<file path="config.mk">
export PLATFORM = sky130hd
export DESIGN_NAME = periph_demux_multi
export DESIGN_NICKNAME = d
export VERILOG_FILES = /design/src/rtl/periph_demux_pkg.sv /design/src/rtl/periph_demux_dest_fifo.sv /design/src/rtl/periph_demux_multi.sv
export SDC_FILE = /design/constraint.sdc
export NUM_CORES = 1
export LEC_CHECK = 0
export CORE_AREA = 2 2 208 210
export CTS_CLUSTER_SIZE = 28
export DETAILED_ROUTE_END_ITERATION = 8
export DIE_AREA = 0 0 210 212
export DONT_BUFFER_PORTS = 1
export PLACE_DENSITY = 0.3
export SETUP_SLACK_MARGIN = 0.3
export SLEW_MARGIN = 20
export SYNTH_ARGS = -nofsm -noshare
export SYNTH_HDL_FRONTEND = slang
export SYNTH_SLANG_ARGS = --single-unit
</file>
<file path="constraint.sdc">
create_clock -name clk -period 3.5 [get_ports clk]
set_input_delay 0.7 -clock clk [delete_from_list [all_inputs] [get_ports clk]]
set_output_delay 0.7 -clock clk [all_outputs]
set_load 0.01 [all_outputs]
</file>
<file path="src/rtl/periph_demux_pkg.sv">
// Shared constants and width helpers for the multi-outstanding peripheral demux.
package periph_demux_pkg;

  localparam logic [31:0] ERR_RDATA_DEFAULT = 32'hBADACCE5;

  // Destination ids cover every target plus one extra code for unmapped accesses.
  function automatic int unsigned id_width(input int unsigned nb_targets);
    return $clog2(nb_targets + 1);
  endfunction

  function automatic int unsigned unmapped_id(input int unsigned nb_targets);
    return nb_targets;
  endfunction

endpackage

</file>
<file path="src/rtl/periph_demux_dest_fifo.sv">
// In-order FIFO of destination ids for granted but not yet answered transactions.
module periph_demux_dest_fifo #(
  parameter int unsigned DEPTH = 2,
  parameter int unsigned WIDTH = 3
) (
  input  logic             clk,
  input  logic             rst_i,
  input  logic             push,
  input  logic [WIDTH-1:0] push_data,
  input  logic             pop,
  output logic             full,
  output logic             empty,
  output logic [WIDTH-1:0] head
);

  localparam int unsigned PTR_W = (DEPTH > 1) ? $clog2(DEPTH) : 1;
  localparam int unsigned CNT_W = $clog2(DEPTH + 1);
  localparam int unsigned SLOTS = 1 << PTR_W;

  logic [WIDTH-1:0] mem [SLOTS];
  logic [PTR_W-1:0] wr_ptr;
  logic [PTR_W-1:0] rd_ptr;
  logic [CNT_W-1:0] cnt;
  logic             do_push;
  logic             do_pop;

  assign full    = (cnt == CNT_W'(DEPTH));
  assign empty   = (cnt == '0);
  assign do_push = push && !full;
  assign do_pop  = pop && !empty;
  assign head    = mem[rd_ptr];

  always_ff @(posedge clk) begin
    if (do_push) begin
      mem[wr_ptr] <= push_data;
    end
  end

  // Pointers wrap by compare-and-clear so non-power-of-2 depths work.
  always_ff @(posedge clk) begin
    if (rst_i) begin
      wr_ptr <= '0;
      rd_ptr <= '0;
      cnt    <= '0;
    end else begin
      if (do_push) begin
        wr_ptr <= (wr_ptr == PTR_W'(DEPTH - 1)) ? '0 : wr_ptr + PTR_W'(1);
      end
      if (do_pop) begin
        rd_ptr <= (rd_ptr == PTR_W'(DEPTH - 1)) ? '0 : rd_ptr + PTR_W'(1);
      end
      case ({do_push, do_pop})
        2'b10:   cnt <= cnt + CNT_W'(1);
        2'b01:   cnt <= cnt - CNT_W'(1);
        default: cnt <= cnt;
      endcase
    end
  end

endmodule

</file>
<file path="src/rtl/periph_demux_multi.sv">
// Routes one core peripheral port to NB_TARGETS targets with in-order multi-outstanding responses.
module periph_demux_multi
  import periph_demux_pkg::*;
#(
  parameter int unsigned ADDR_WIDTH      = 32,
  parameter int unsigned DATA_WIDTH      = 32,
  parameter int unsigned BE_WIDTH        = DATA_WIDTH / 8,
  parameter int unsigned NB_TARGETS      = 4,
  parameter int unsigned MAX_OUTSTANDING = 2,
  parameter int unsigned PAGE_MSB        = 19,
  parameter int unsigned PAGE_LSB        = 14,
  parameter logic [PAGE_MSB-PAGE_LSB:0] PAGE_MATCH = 6'b000001,
  parameter int unsigned SEL_MSB         = 13,
  parameter int unsigned SEL_LSB         = 10,
  parameter logic [DATA_WIDTH-1:0] ERR_RDATA = DATA_WIDTH'(ERR_RDATA_DEFAULT)
) (
  input  logic                                  clk,
  input  logic                                  rst_i,
  input  logic                                  data_req_i,
  input  logic [ADDR_WIDTH-1:0]                 data_add_i,
  input  logic                                  data_wen_i,
  input  logic [DATA_WIDTH-1:0]                 data_wdata_i,
  input  logic [BE_WIDTH-1:0]                   data_be_i,
  output logic                                  data_gnt_o,
  output logic                                  data_r_valid_o,
  output logic [DATA_WIDTH-1:0]                 data_r_rdata_o,
  output logic                                  data_r_opc_o,
  output logic [NB_TARGETS-1:0]                 tgt_req_o,
  output logic [NB_TARGETS-1:0][ADDR_WIDTH-1:0] tgt_add_o,
  output logic [NB_TARGETS-1:0]                 tgt_wen_o,
  output logic [NB_TARGETS-1:0][DATA_WIDTH-1:0] tgt_wdata_o,
  output logic [NB_TARGETS-1:0][BE_WIDTH-1:0]   tgt_be_o,
  input  logic [NB_TARGETS-1:0]                 tgt_gnt_i,
  input  logic [NB_TARGETS-1:0]                 tgt_r_valid_i,
  input  logic [NB_TARGETS-1:0][DATA_WIDTH-1:0] tgt_r_rdata_i,
  input  logic [NB_TARGETS-1:0]                 tgt_r_opc_i,
  output logic                                  spurious_resp_o
);

  localparam int unsigned ID_W  = id_width(NB_TARGETS);
  localparam int unsigned SEL_W = SEL_MSB - SEL_LSB + 1;
  localparam logic [ID_W-1:0] UNMAPPED = ID_W'(unmapped_id(NB_TARGETS));

  logic [SEL_W-1:0]      sel;
  logic                  mapped;
  logic [ID_W-1:0]       dest_id;
  logic                  fifo_full;
  logic                  fifo_empty;
  logic [ID_W-1:0]       fifo_head;
  logic                  fifo_pop;
  logic [NB_TARGETS-1:0] head_hit;
  logic                  spurious_c;

  assign sel     = data_add_i[SEL_MSB:SEL_LSB];
  assign mapped  = (data_add_i[PAGE_MSB:PAGE_LSB] == PAGE_MATCH) && (32'(sel) < 32'(NB_TARGETS));
  assign dest_id = mapped ? ID_W'(sel) : UNMAPPED;

  // Core fields go to every target unregistered; only req is steered.
  always_comb begin
    for (int t = 0; t < NB_TARGETS; t++) begin
      tgt_add_o[t]   = data_add_i;
      tgt_wen_o[t]   = data_wen_i;
      tgt_wdata_o[t] = data_wdata_i;
      tgt_be_o[t]    = data_be_i;
    end
  end

  // A full FIFO blocks issue outright, keeping grant independent of responses.
  always_comb begin
    tgt_req_o  = '0;
    data_gnt_o = 1'b0;
    if (!fifo_full) begin
      if (mapped) begin
        for (int t = 0; t < NB_TARGETS; t++) begin
          if (dest_id == ID_W'(t)) begin
            tgt_req_o[t] = data_req_i;
            data_gnt_o   = tgt_gnt_i[t];
          end
        end
      end else begin
        data_gnt_o = data_req_i;
      end
    end
  end

  // Response comes only from the head target; unmapped heads answer immediately.
  always_comb begin
    data_r_valid_o = 1'b0;
    data_r_rdata_o = '0;
    data_r_opc_o   = 1'b0;
    fifo_pop       = 1'b0;
    head_hit       = '0;
    if (!fifo_empty) begin
      if (fifo_head == UNMAPPED) begin
        data_r_valid_o = 1'b1;
        data_r_rdata_o = ERR_RDATA;
        data_r_opc_o   = 1'b1;
        fifo_pop       = 1'b1;
      end else begin
        for (int t = 0; t < NB_TARGETS; t++) begin
          if (fifo_head == ID_W'(t)) begin
            head_hit[t]    = 1'b1;
            data_r_valid_o = tgt_r_valid_i[t];
            data_r_rdata_o = tgt_r_rdata_i[t];
            data_r_opc_o   = tgt_r_opc_i[t];
            fifo_pop       = tgt_r_valid_i[t];
          end
        end
      end
    end
  end

  assign spurious_c = |(tgt_r_valid_i & ~head_hit);

  always_ff @(posedge clk) begin
    if (rst_i) begin
      spurious_resp_o <= 1'b0;
    end else if (spurious_c) begin
      spurious_resp_o <= 1'b1;
    end
  end

  periph_demux_dest_fifo #(
    .DEPTH (MAX_OUTSTANDING),
    .WIDTH (ID_W)
  ) u_dest_fifo (
    .clk       (clk),
    .rst_i     (rst_i),
    .push      (data_req_i && data_gnt_o),
    .push_data (dest_id),
    .pop       (fifo_pop),
    .full      (fifo_full),
    .empty     (fifo_empty),
    .head      (fifo_head)
  );

endmodule
</file>
# Word level (Yosys, flattened, before mapping)
# Memories as Yosys holds them, arrays and structs flattened. A register that Yosys moved wholly into a read port is not among the register bits.
# Index checks and enable logic that the tools add are counted.
totals:
  ff_bits: 5
  mem_bits_rw: 6
  memories: 1
  elab_cells: 78
  in_bits: 212
  out_inout_bits: 316
classes:
  n_mux: 44
  n_reduce_logical: 11
  n_lt_le_gt_ge: 1
  eq_ne: 11
  bitwise_logic: 2
  add_sub_neg: 4
mem_list:
  columns: ["memory", "words", "word_bits", "rd", "rd_ports_with_merged_regs", "write_ports", "line", "text"]
  rows:
  - ["u_dest_fifo.mem", 2, 3, 1, 1, 1, "periph_demux_dest_fifo.sv:20", "logic [WIDTH-1:0] mem [SLOTS];"]
op_table:
  columns: ["cell", "n"]
  rows:
  - ["32-bit 2-to-1 mux", 6]
  - ["1-bit 2-to-1 mux", 32]
  - ["4-bit 2-to-1 mux", 4]
  - ["3-bit by 2-bit == test with 1-bit output (second input constant)", 4]
  - ["3-bit by 1-bit == test with 1-bit output (second input constant)", 2]
  - ["6-bit by 1-bit == test with 1-bit output (second input constant)", 1]
  - ["3-bit logical NOT", 2]
  - ["4-bit bitwise AND", 1]
  - ["2-bit == test (second input constant)", 2]
  - ["1-bit logical AND", 4]
  - ["4-bit by 3-bit < comparator with 1-bit output (second input constant)", 1]
  - ["4-bit NOT", 1]
  - ["2-bit case mux with 2 select lines", 1]
  - ["4-bit OR reduction", 1]
  - ["3-bit == test (second input constant)", 1]
  - ["3-bit 2-to-1 mux", 1]
  - ["1-bit adder (second input constant)", 2]
  - ["2-bit by 1-bit adder with 2-bit output (second input constant)", 1]
  - ["2-bit by 1-bit == test with 1-bit output (second input constant)", 1]
  - ["1-bit logical NOT", 2]
  - ["2-bit logical NOT", 1]
  - ["2-bit nonzero test", 1]
  - ["2-bit by 1-bit subtractor with 2-bit output (second input constant)", 1]

# Depth between registers and ports, before layout
# Gate-level depths: netlist (run 1).
logic_depth:
  word_depth: 14
  ltp_mapped: 10
  ltp_nobuf: 8

# Cells and area by module
# A second synthesis (run 1) with hierarchy kept.
unflattened:
  cells_unflattened: 464
  area_unflattened_um2: 3862.5
modules_own_cells:
  columns: ["module", "cells_per_inst", "seq_area_each_um2", "area_per_inst_um2", "n_inst"]
  rows:
  - ["periph_demux_multi", 429, 20.0, 3424.5, 1]
  - ["periph_demux_dest_fifo", 35, 280.3, 437.9, 1]

# Worst setup path before layout (run 1)
# Ideal clock, no wire load.
synth_path:
  path_kind: "register to output"
  startpoint: "reg with a tool-made name"
  endpoint: "out data_r_rdata_o[30]"
  path_stages_with_launch: 6
  arrival_time_ns: 1.817
  required_ns: 2.800
  n_path_buf: 2
  setup_slack_ns: 0.983
  cell_sequence: "dfxtp_1 > buf_6 > mux2i_1 > buf_4 > mux4_2 > and2_1"
synth_lines:
  columns: ["item", "line", "text"]
  rows:
  - ["to (decl)", "periph_demux_multi.sv:26", "output logic [DATA_WIDTH-1:0] data_r_rdata_o,"]

==> metrics.txt, run 1 <==
status finished clean; EDFF count, synth 6; port buffer count 0; Min-Delay Path Class input port to register; logic gate share of total power 69.6%; #FFs+latches synth 12; drt pass-1 iters 4; Total GRT Usage 6.22%; crit path max fanout 8; Hold Path End u_dest_fifo.cnt[1]; Sum Neg Setup Slack 0 ns; worst reg2reg setup slack 0.87 ns; Post-CTS Hold Buffers 0; placed cell count 750; Final Max Tran Viols 0; CORE AREA 0.0425 sq mm; layout cells sized above 1 29.3%; pwr/cell area 525 mW/mm^2; hold-critical path depth 1; maximum capacitance violations 0; HP Start rst_i; crit path launch type register; CTS buffer count 3; switching power 671 uW; Die Ht 212 microns; clock latency on the worst-skew pair 0.24 ns; placed wire-length estimate 13,000 microns; area grow syn2layout -30.8%; clock share of power 14.7%; Die Footprint 0.0445 sq mm; post-route cell area 0.00271 sq mm; Mean Syn Cell Area 8.20 sq um; routed len/inst 19.9 microns; Pint 751 uW; starting density of the core 9.22%; placed cell area 0.00260 sq mm; gpl congestion 0.743; synthesized cell area 0.00392 sq mm; number of remaining DRC errors 0; asr flop ratio synth 0%; final setup violating endpoints 0; Final Hold Viols 0; CTS max path bufs 2; period utilization 85.4%; Vias/cell 2.75; routed wire length 15,000 microns; most frequent cells in the layout nand2_1, mux4_2, a21oi_1; worst slew pin tran 0.775 ns; worst r2r path cells 7; sw frac 47.2%; H-Tree Depth 1; root buf cell clkbuf_16; P_leak 0.000740 uW; CP endpoint kind output port; initial antenna violation count 3; vias 2,078; CP required 2.80 ns; Flop pwr share 15.7%; vias in the first global route 2,172; reg2reg end u_dest_fifo.cnt[1]; most common cell after layout, fill and taps aside nand2_1; CTS sink cnt 12; ANT nets after route 0; Worst Skew 0.00399 ns; worst relative slew slack 47.3%; CTS clk-pin slew, worst paths 0.05 ns; synthesized instance count 478; Most used DFF post-synth edfxtp_1; RSZ-0062 raised after global routing false; row count 76; crit path kind register to output port; Ports 528; first-pass GRT wire length 19,100 microns; Syn. warnings 0; DRT iter0 DRCs 109; Layout Nets 422; TritonCTS clock tree yes; maximum VDD drop 0.214 mV; CP arrival 2.29 ns; Die X 210 microns; Seq/Total Area, Yosys 7.67%; largest net degree at the start of global routing 32; grt ovf 0; Fmax 0.334 GHz; Syn Nets 691; Layout Cells excl Fill 755; Netlist cell types 38; crit path time final 2.99 ns
==> timing repair <==
action	CTS	global route
setup buffers	0	0
resized for setup	7	0
endpoints found under the setup margin	21	0
==> registers in the layout (all words and copies together), names as in the netlist, named ones only <==
name / cells
u_dest_fifo.mem: 6
u_dest_fifo.cnt: 2
spurious_resp_o: 1
u_dest_fifo.rd_ptr: 1
u_dest_fifo.wr_ptr: 1
==> power groups by stage <==
stage               Sequential [uW]  Combinational (uW)  Clock [uW]
finish                          224                 990         209
global route                    231                1090         216
CTS                             225                1020         212
detailed placement              224                 998           0
global placement                224                 996           0
floorplan                       196                1070           0
==> critical path, stage by stage, from the launching register on <==
cell and delay [ns]:
dfxtp_2 0.45, nand2b_1 0.24, and2_2 0.36, buf_4 0.20, nand2_1 0.05, and3_1 0.15
a211oi_1 0.39, buf_4 0.21
==> cell usage after synthesis, types with 5 or more instances <==
cell type / instances / area (sq um)
nand2_1: 41 / 154
clkbuf_1: 6 / 22.5
and2_1: 7 / 43.8
and3_1: 8 / 50.1
edfxtp_1: 6 / 180
buf_2: 8 / 40.0
a21oi_1: 23 / 115
buf_4: 278 / 2090
inv_1: 5 / 18.8
dfxtp_1: 6 / 120
mux4_2: 24 / 541
nor2_1: 11 / 41.3
o22ai_1: 7 / 43.8
a211oi_1: 7 / 52.6
==> worst max-delay path by stage <==
stage	start	to	slack [ns]	depth (start not counted)
final	register	data_r_rdata_o[4]	0.51	7
after global routing	register	data_r_rdata_o[4]	0.35	7
after CTS	register	data_r_rdata_o[4]	0.44	7
after detailed placement	register	data_r_rdata_o[20]	0.40	4
after global placement	register	data_r_rdata_o[4]	0.36	7
after floorplan	register	data_r_rdata_o[30]	0.98	5
==> kinds of logic (layout without fill, tap and decap cells) <==
logic type,after synthesis,after routing,synth area share [%]
simple gates,78,78,9.17
other cells,0,1,0
compound gates,50,50,8.08
fa+ha+maj,1,1,0.319
xor+xnor,3,3,0.671
flops,12,12,7.67
buf+inv,298,28,55.6
mux,36,36,18.5
==> per-layer routing <==
metal	global-route usage [%]	vias up	wire [microns]
met5	0.445	-	18
met4	3.35	2	666
met3	2.92	70	2080
met2	10.7	308	7310
met1	6.23	904	4950
li1	-	794	-
==> area by class of cell <==
class / instances / area [sq um]
repair buffers: 19 / 143
fillers: 4953 / 39800
clock buffers: 3 / 75.1
multi-input cells: 168 / 1480
inverters: 5 / 18.8
diodes: 1 / 2.50
well taps: 546 / 683
flip-flops and latches: 12 / 302
clock inverters: 1 / 3.75
==> through the flow <==
step | utilization, % | setup slack, ns | hold slack [ns] | power (uW)
floorplan | - | 0.983 | 0.491 | 1260
global placement | 6.13 | 0.359 | 0.534 | 1220
detailed placement | 6.13 | 0.396 | 0.545 | 1220
CTS | 6.37 | 0.442 | 0.523 | 1450
global route | 6.38 | 0.353 | 0.525 | 1530
finish | 6.38 | 0.509 | 0.524 | 1420
Power figures use the tool's default switching activity.
==> inputs of run 2 (changes only) <==
- RECOVER_POWER: not set -> 100
==> run 2 against run 1 <==
Against the previous run:
- clock power about the same
- sequential share of layout area rose by 0.22 points
- non-clock buffer count stayed put
- utilization is 0.12 points lower
- cell area is 1.9% lower
- cell count is the same
==> metrics.txt, run 2 (synthesis results as in run 1) <==
Post-Route M1 WL 4920 microns (-0.61%); Layout Nets 422 (unchanged); layout cells sized above 1 24.5% (-4.8 points); largest net degree at the start of global routing 32 (unchanged); top flop regs u_dest_fifo.mem: 6 flops, u_dest_fifo.cnt: 2 flops; routed len/inst 19.9 microns (about the same); Min-Delay Path Class input port to register; H-Tree Depth 1 (unchanged); CP arrival 2.31 ns (+0.02 ns); pwr/cell area 519 mW/mm^2 (-1.1%); Final Hold Viols 0 (unchanged); port buffer count 0 (unchanged); max FFs per register 6 (unchanged); gpl congestion 0.743 (unchanged); status finished clean; met3 routed WL 2100 microns (+1.4%); Sum Neg Setup Slack 0 ns (unchanged); Resized cells post-CTS 7 (unchanged); Worst Skew 0.00394 ns (-0.0000530 ns); Filler Cells Inserted 4,961 (+0.16%); Total GRT Usage 6.22% (unchanged); met2 routed WL 7320 microns (+0.15%); vias 2,098 (+0.96%); CP required 2.80 ns (about the same); Post-CTS Hold Buffers 0 (unchanged); Fmax 0.332 GHz (-0.71%); ANT nets after route 0 (unchanged); CP endpoint kind output port; setup bufs post-CTS 0 (unchanged); final setup violating endpoints 0 (unchanged); CTS buffer count 3 (unchanged); Die X 210 microns (unchanged); starting density of the core 9.22% (unchanged); DRT iter0 DRCs 110 (+0.92%); crit path launch type register; crit path kind register to output port; root buf cell clkbuf_16; Die Ht 212 microns (unchanged); crit path time final 3.01 ns (+0.0215 ns); first-pass GRT wire length 19,100 microns (unchanged); routed wire length 15,000 microns (about the same); maximum VDD drop 0.209 mV (-2.1%); placed wire-length estimate 13,000 microns (unchanged); Die Footprint 0.0445 sq mm (unchanged); most common cell after layout, fill and taps aside nand2_1; Vias/cell 2.78 (+0.96%); CORE AREA 0.0425 sq mm (unchanged); number of remaining DRC errors 0 (unchanged); worst relative slew slack 34.1% (-13 points); vias in the first global route 2,172 (unchanged); Final Max Tran Viols 0 (unchanged); drt pass-1 iters 4 (unchanged); period utilization 86.1% (+0.61 points); TritonCTS clock tree yes; P_leak 0.000688 uW (-7.0%); CTS max path bufs 2 (unchanged); post-layout util 6.25% (-0.12 points); RSZ-0062 raised after global routing false; highest routed metal layer met5; clock latency on the worst-skew pair 0.24 ns (about the same); Ports 528 (unchanged); grt ovf 0 (unchanged); CTS sink cnt 12 (unchanged); most frequent cells in the layout nand2_1, mux4_2, a21oi_1; row count 76 (unchanged); area grow syn2layout -32.2%; maximum capacitance violations 0 (unchanged); crit path max fanout 31 (+23); worst reg2reg setup slack 0.57 ns (-0.30 ns); worst slew pin tran 0.986 ns (+0.211 ns); CTS clk-pin slew, worst paths 0.05 ns (about the same); Biggest register u_dest_fifo.mem; initial antenna violation count 3 (unchanged)
## run 2: cell types whose count changed in the layout (fill, tap and decap cells not counted), sizes merged
| cell | change |
|---|---|
| buf | -9 |
| clkbuf | +9 |
## run 2: final cells by class
| cell class | count | area [sq um] | area share (%) |
|---|---|---|---|
| multi-input cells | 168 | 1460 | 55.1 |
| well taps | 546 | 683 | 25.7 |
| flip-flops and latches | 12 | 302 | 11.3 |
| repair buffers | 19 | 109 | 4.10 |
| clock buffers | 3 | 75.1 | 2.82 |
| inverters | 5 | 18.8 | 0.706 |
| clock inverters | 1 | 3.75 | 0.141 |
| diodes | 1 | 2.50 | 0.0942 |
## run 2: where the power goes
| part | switching (uW) | internal [uW] |
|---|---|---|
| registers | 40.9 | 181 |
| logic | 558 | 392 |
| clock network | 58.1 | 150 |
## run 2: path summary, 6_finish.rpt
path | startpoint | end | cells after the start
min reg2reg | u_dest_fifo.cnt[1] | u_dest_fifo.cnt[1] | 2
max | register | data_r_rdata_o[29] | 5
min | rst_i | u_dest_fifo.cnt[1] | 1
max reg2reg | register | u_dest_fifo.cnt[1] | 5
## run 2: routing by layer
| metal | vias to the layer above | GRT usage (%) |
|---|---|---|
| li1 | 796 | - |
| met1 | 925 | 6.23 |
| met2 | 307 | 10.7 |
| met3 | 68 | 2.92 |
| met4 | 2 | 3.35 |
| met5 | - | 0.445 |
## run 2: through the flow
| stage | setup WS, ns | cell area [sq um] | total power, uW | instances | hold slack, ns |
|---|---|---|---|---|---|
| after floorplan | 0.983 | 3920 | 1260 | 478 | 0.491 |
| after global placement | 0.359 | 2600 | 1220 | 750 | 0.534 |
| after detailed placement | 0.396 | 2600 | 1220 | 750 | 0.545 |
| after CTS | 0.442 | 2710 | 1450 | 754 | 0.523 |
| after global routing | 0.315 | 2660 | 1500 | 755 | 0.525 |
| final | 0.488 | 2660 | 1380 | 755 | 0.524 |
## run 2: worst max-delay path: stages, from the launching register on
cell and delay [ns]:
dfxtp_2 0.44, mux2_4 0.65, mux4_2 0.65, nand2_1 0.09, a21oi_1 0.06, clkbuf_1 0.14
==> inputs of run 3 (changes only) <==
- CELL_PAD_IN_SITES_DETAIL_PLACEMENT: not set -> 2
- CELL_PAD_IN_SITES_GLOBAL_PLACEMENT: not set -> 2
- CORE_AREA: 2 2 208 210 -> 2 2 207 209
- DIE_AREA: 0 0 210 212 -> 0 0 209 211
- PLACE_DENSITY: 0.3 -> 0.37
- SKIP_CTS_REPAIR_TIMING: not set -> 1
==> run 3 against run 2 <==
Against the previous run:
- first-iteration DRC count decreased by 69%
- die area fell by 0.95%
- global-route usage down 0.26 points
- largest power group unchanged
- sequential cell count is the same
- setup slack lost 0.050 ns
- hold slack improved by 0.0062 ns
- critical path depth unchanged
- sequential power up 5%
- power rose by 5.4%
- maximum frequency fell by 1.6%
==> metrics.txt, run 3 (synthesis results as in run 1) <==
Pint 743 uW (+2.7%); final setup violating endpoints 0 (unchanged); CTS sink cnt 12 (unchanged); Die Footprint 0.0441 sq mm (-0.95%); placed wire-length estimate 11,800 microns (-8.8%); area occupied by multi-input gates 0.00148 sq mm (+0.94%); first-pass GRT wire length 18,900 microns (-1.1%); crit path launch type register; RSZ-0062 raised after global routing false; number of remaining DRC errors 0 (unchanged); Min-Delay Path Class input port to register; HP Start rst_i; setup ws final 0.438 ns (-0.0497 ns); routed wire length 14,200 microns (-5.6%); dpl ws 0.419 ns (+0.0228 ns); maximum VDD drop 0.232 mV (+11%); Flop pwr share 16.0% (about the same); pwr/cell area 548 mW/mm^2 (+5.6%); placed cell area 0.00260 sq mm (-0.14%); CTS max path bufs 2 (unchanged); largest net degree at the start of global routing 32 (unchanged); hold-critical path depth 1 (unchanged); Biggest register u_dest_fifo.mem; layout cells sized above 1 22.6% (-1.9 points); vias 2,032 (-3.1%); routed len/inst 19.0 microns (-4.6%); crit path time final 3.06 ns (+0.0497 ns); Final Hold Viols 0 (unchanged); clock share of power 14.2% (-0.9 points); reg2reg end u_dest_fifo.cnt[1]; Final Max Tran Viols 0 (unchanged); port buffer count 0 (unchanged); CTS buffer count 3 (unchanged); worst relative slew slack 26.2% (-7.9 points); Fmax 0.327 GHz (-1.6%); worst r2r path cells 5 (unchanged); CORE AREA 0.0418 sq mm (-1.8%); H-Tree Depth 1 (unchanged); status finished clean; Vias/cell 2.72 (-2.1%); starting density of the core 9.38% (+0.16 points); area grow syn2layout -32.3%; Sum Neg Setup Slack 0 ns (unchanged); crit path kind register to output port; gpl congestion 0.662 (-11%); most frequent cells in the layout nand2_1, mux4_2, a21oi_1; CP required 2.80 ns (about the same); placed cell count 743 (-0.93%); row count 75 (-1.3%); max FFs per register 6 (unchanged); vias in the first global route 2,438 (+12%); drt pass-1 iters 4 (unchanged); Die X 209 microns (-0.48%); post-route cell area 0.00265 sq mm (-0.19%); switching power 711 uW (+8.3%); maximum capacitance violations 0 (unchanged); root buf cell clkbuf_16; Hold Path End u_dest_fifo.cnt[1]; Layout Nets 422 (unchanged); Total GRT Usage 5.95% (-0.26 points); crit path max fanout 31 (unchanged); ANT nets after route 0 (unchanged); Filler Cells Inserted 4,926 (-0.71%); Die Ht 211 microns (-0.47%); top flop regs u_dest_fifo.mem: 6 flops, u_dest_fifo.cnt: 2 flops; Power Total 1450 uW (+5.4%); CP endpoint kind output port; Ports 528 (unchanged); period utilization 87.5% (+1.4 points); logic gate share of total power 69.8% (+1.0 points); worst reg2reg setup slack 0.48 ns (-0.09 ns); CP arrival 2.36 ns (+0.05 ns); clock latency on the worst-skew pair 0.24 ns (about the same); most common cell after layout, fill and taps aside nand2_1; DRT iter0 DRCs 34 (-69%); Worst Skew 0.00313 ns (-0.000809 ns); sw frac 48.9% (+1.3 points); grt ovf 0 (unchanged); worst slew pin tran 1.10 ns (+0.118 ns); P_leak 0.000686 uW (-0.30%); n_diodes 0 (-1); CTS clk-pin slew, worst paths 0.04 ns (about the same); Layout Cells excl Fill 747 (-1.1%); Storage cell area 302 sq um (unchanged); initial antenna violation count 1 (-2); TritonCTS clock tree yes
==> run 3: cell type report <==
type	instances	area share, %
inverter	5	0.708
clock buffer	3	2.83
timing repair buffer	19	3.82
multi-input combinational	168	55.7
sequential	12	11.4
tap	539	25.4
clock inverter	1	0.142
==> run 3: worst max path at each step <==
stage	endpoint	depth (start not counted)	slack (ns)
global route	u_dest_fifo.cnt[1]	5	0.23
detailed placement	data_r_rdata_o[16]	6	0.42
global placement	data_r_rdata_o[16]	6	0.49
finish	data_r_rdata_o[19]	5	0.44
CTS	data_r_rdata_o[16]	6	0.15
floorplan	data_r_rdata_o[30]	5	0.98
==> run 3: metrics by stage <==
stage | utilization [%] | hold WS, ns
global route | 6.35 | 0.528
CTS | 6.41 | 0.525
detailed placement | 6.23 | 0.571
finish | 6.35 | 0.530
floorplan | - | 0.491
global placement | 6.23 | 0.558
==> run 3: layer usage <==
layer / up-vias / track usage (%) / part of all wire (%)
li1: 792 / - / -
met1: 909 / 5.15 / 29
met2: 280 / 11.1 / 52
met3: 51 / 3.78 / 15
met4: 0 / 1.97 / 3.5
met5: - / 0 / 0
==> run 3: worst max-delay path, cell delays in order (launching register included) <==
cell	delay, ns
dfxtp_2	0.46
mux2_8	0.55
or3_1	0.40
buf_4	0.25
a21oi_1	0.17
clkbuf_1	0.26
==> run 3: power groups by stage <==
stage,clock network [uW],registers [uW],logic (uW)
finish,207,232,1020
global route,219,240,1130
CTS,212,229,1110
detailed placement,0,231,1110
global placement,0,226,1080
floorplan,0,196,1070
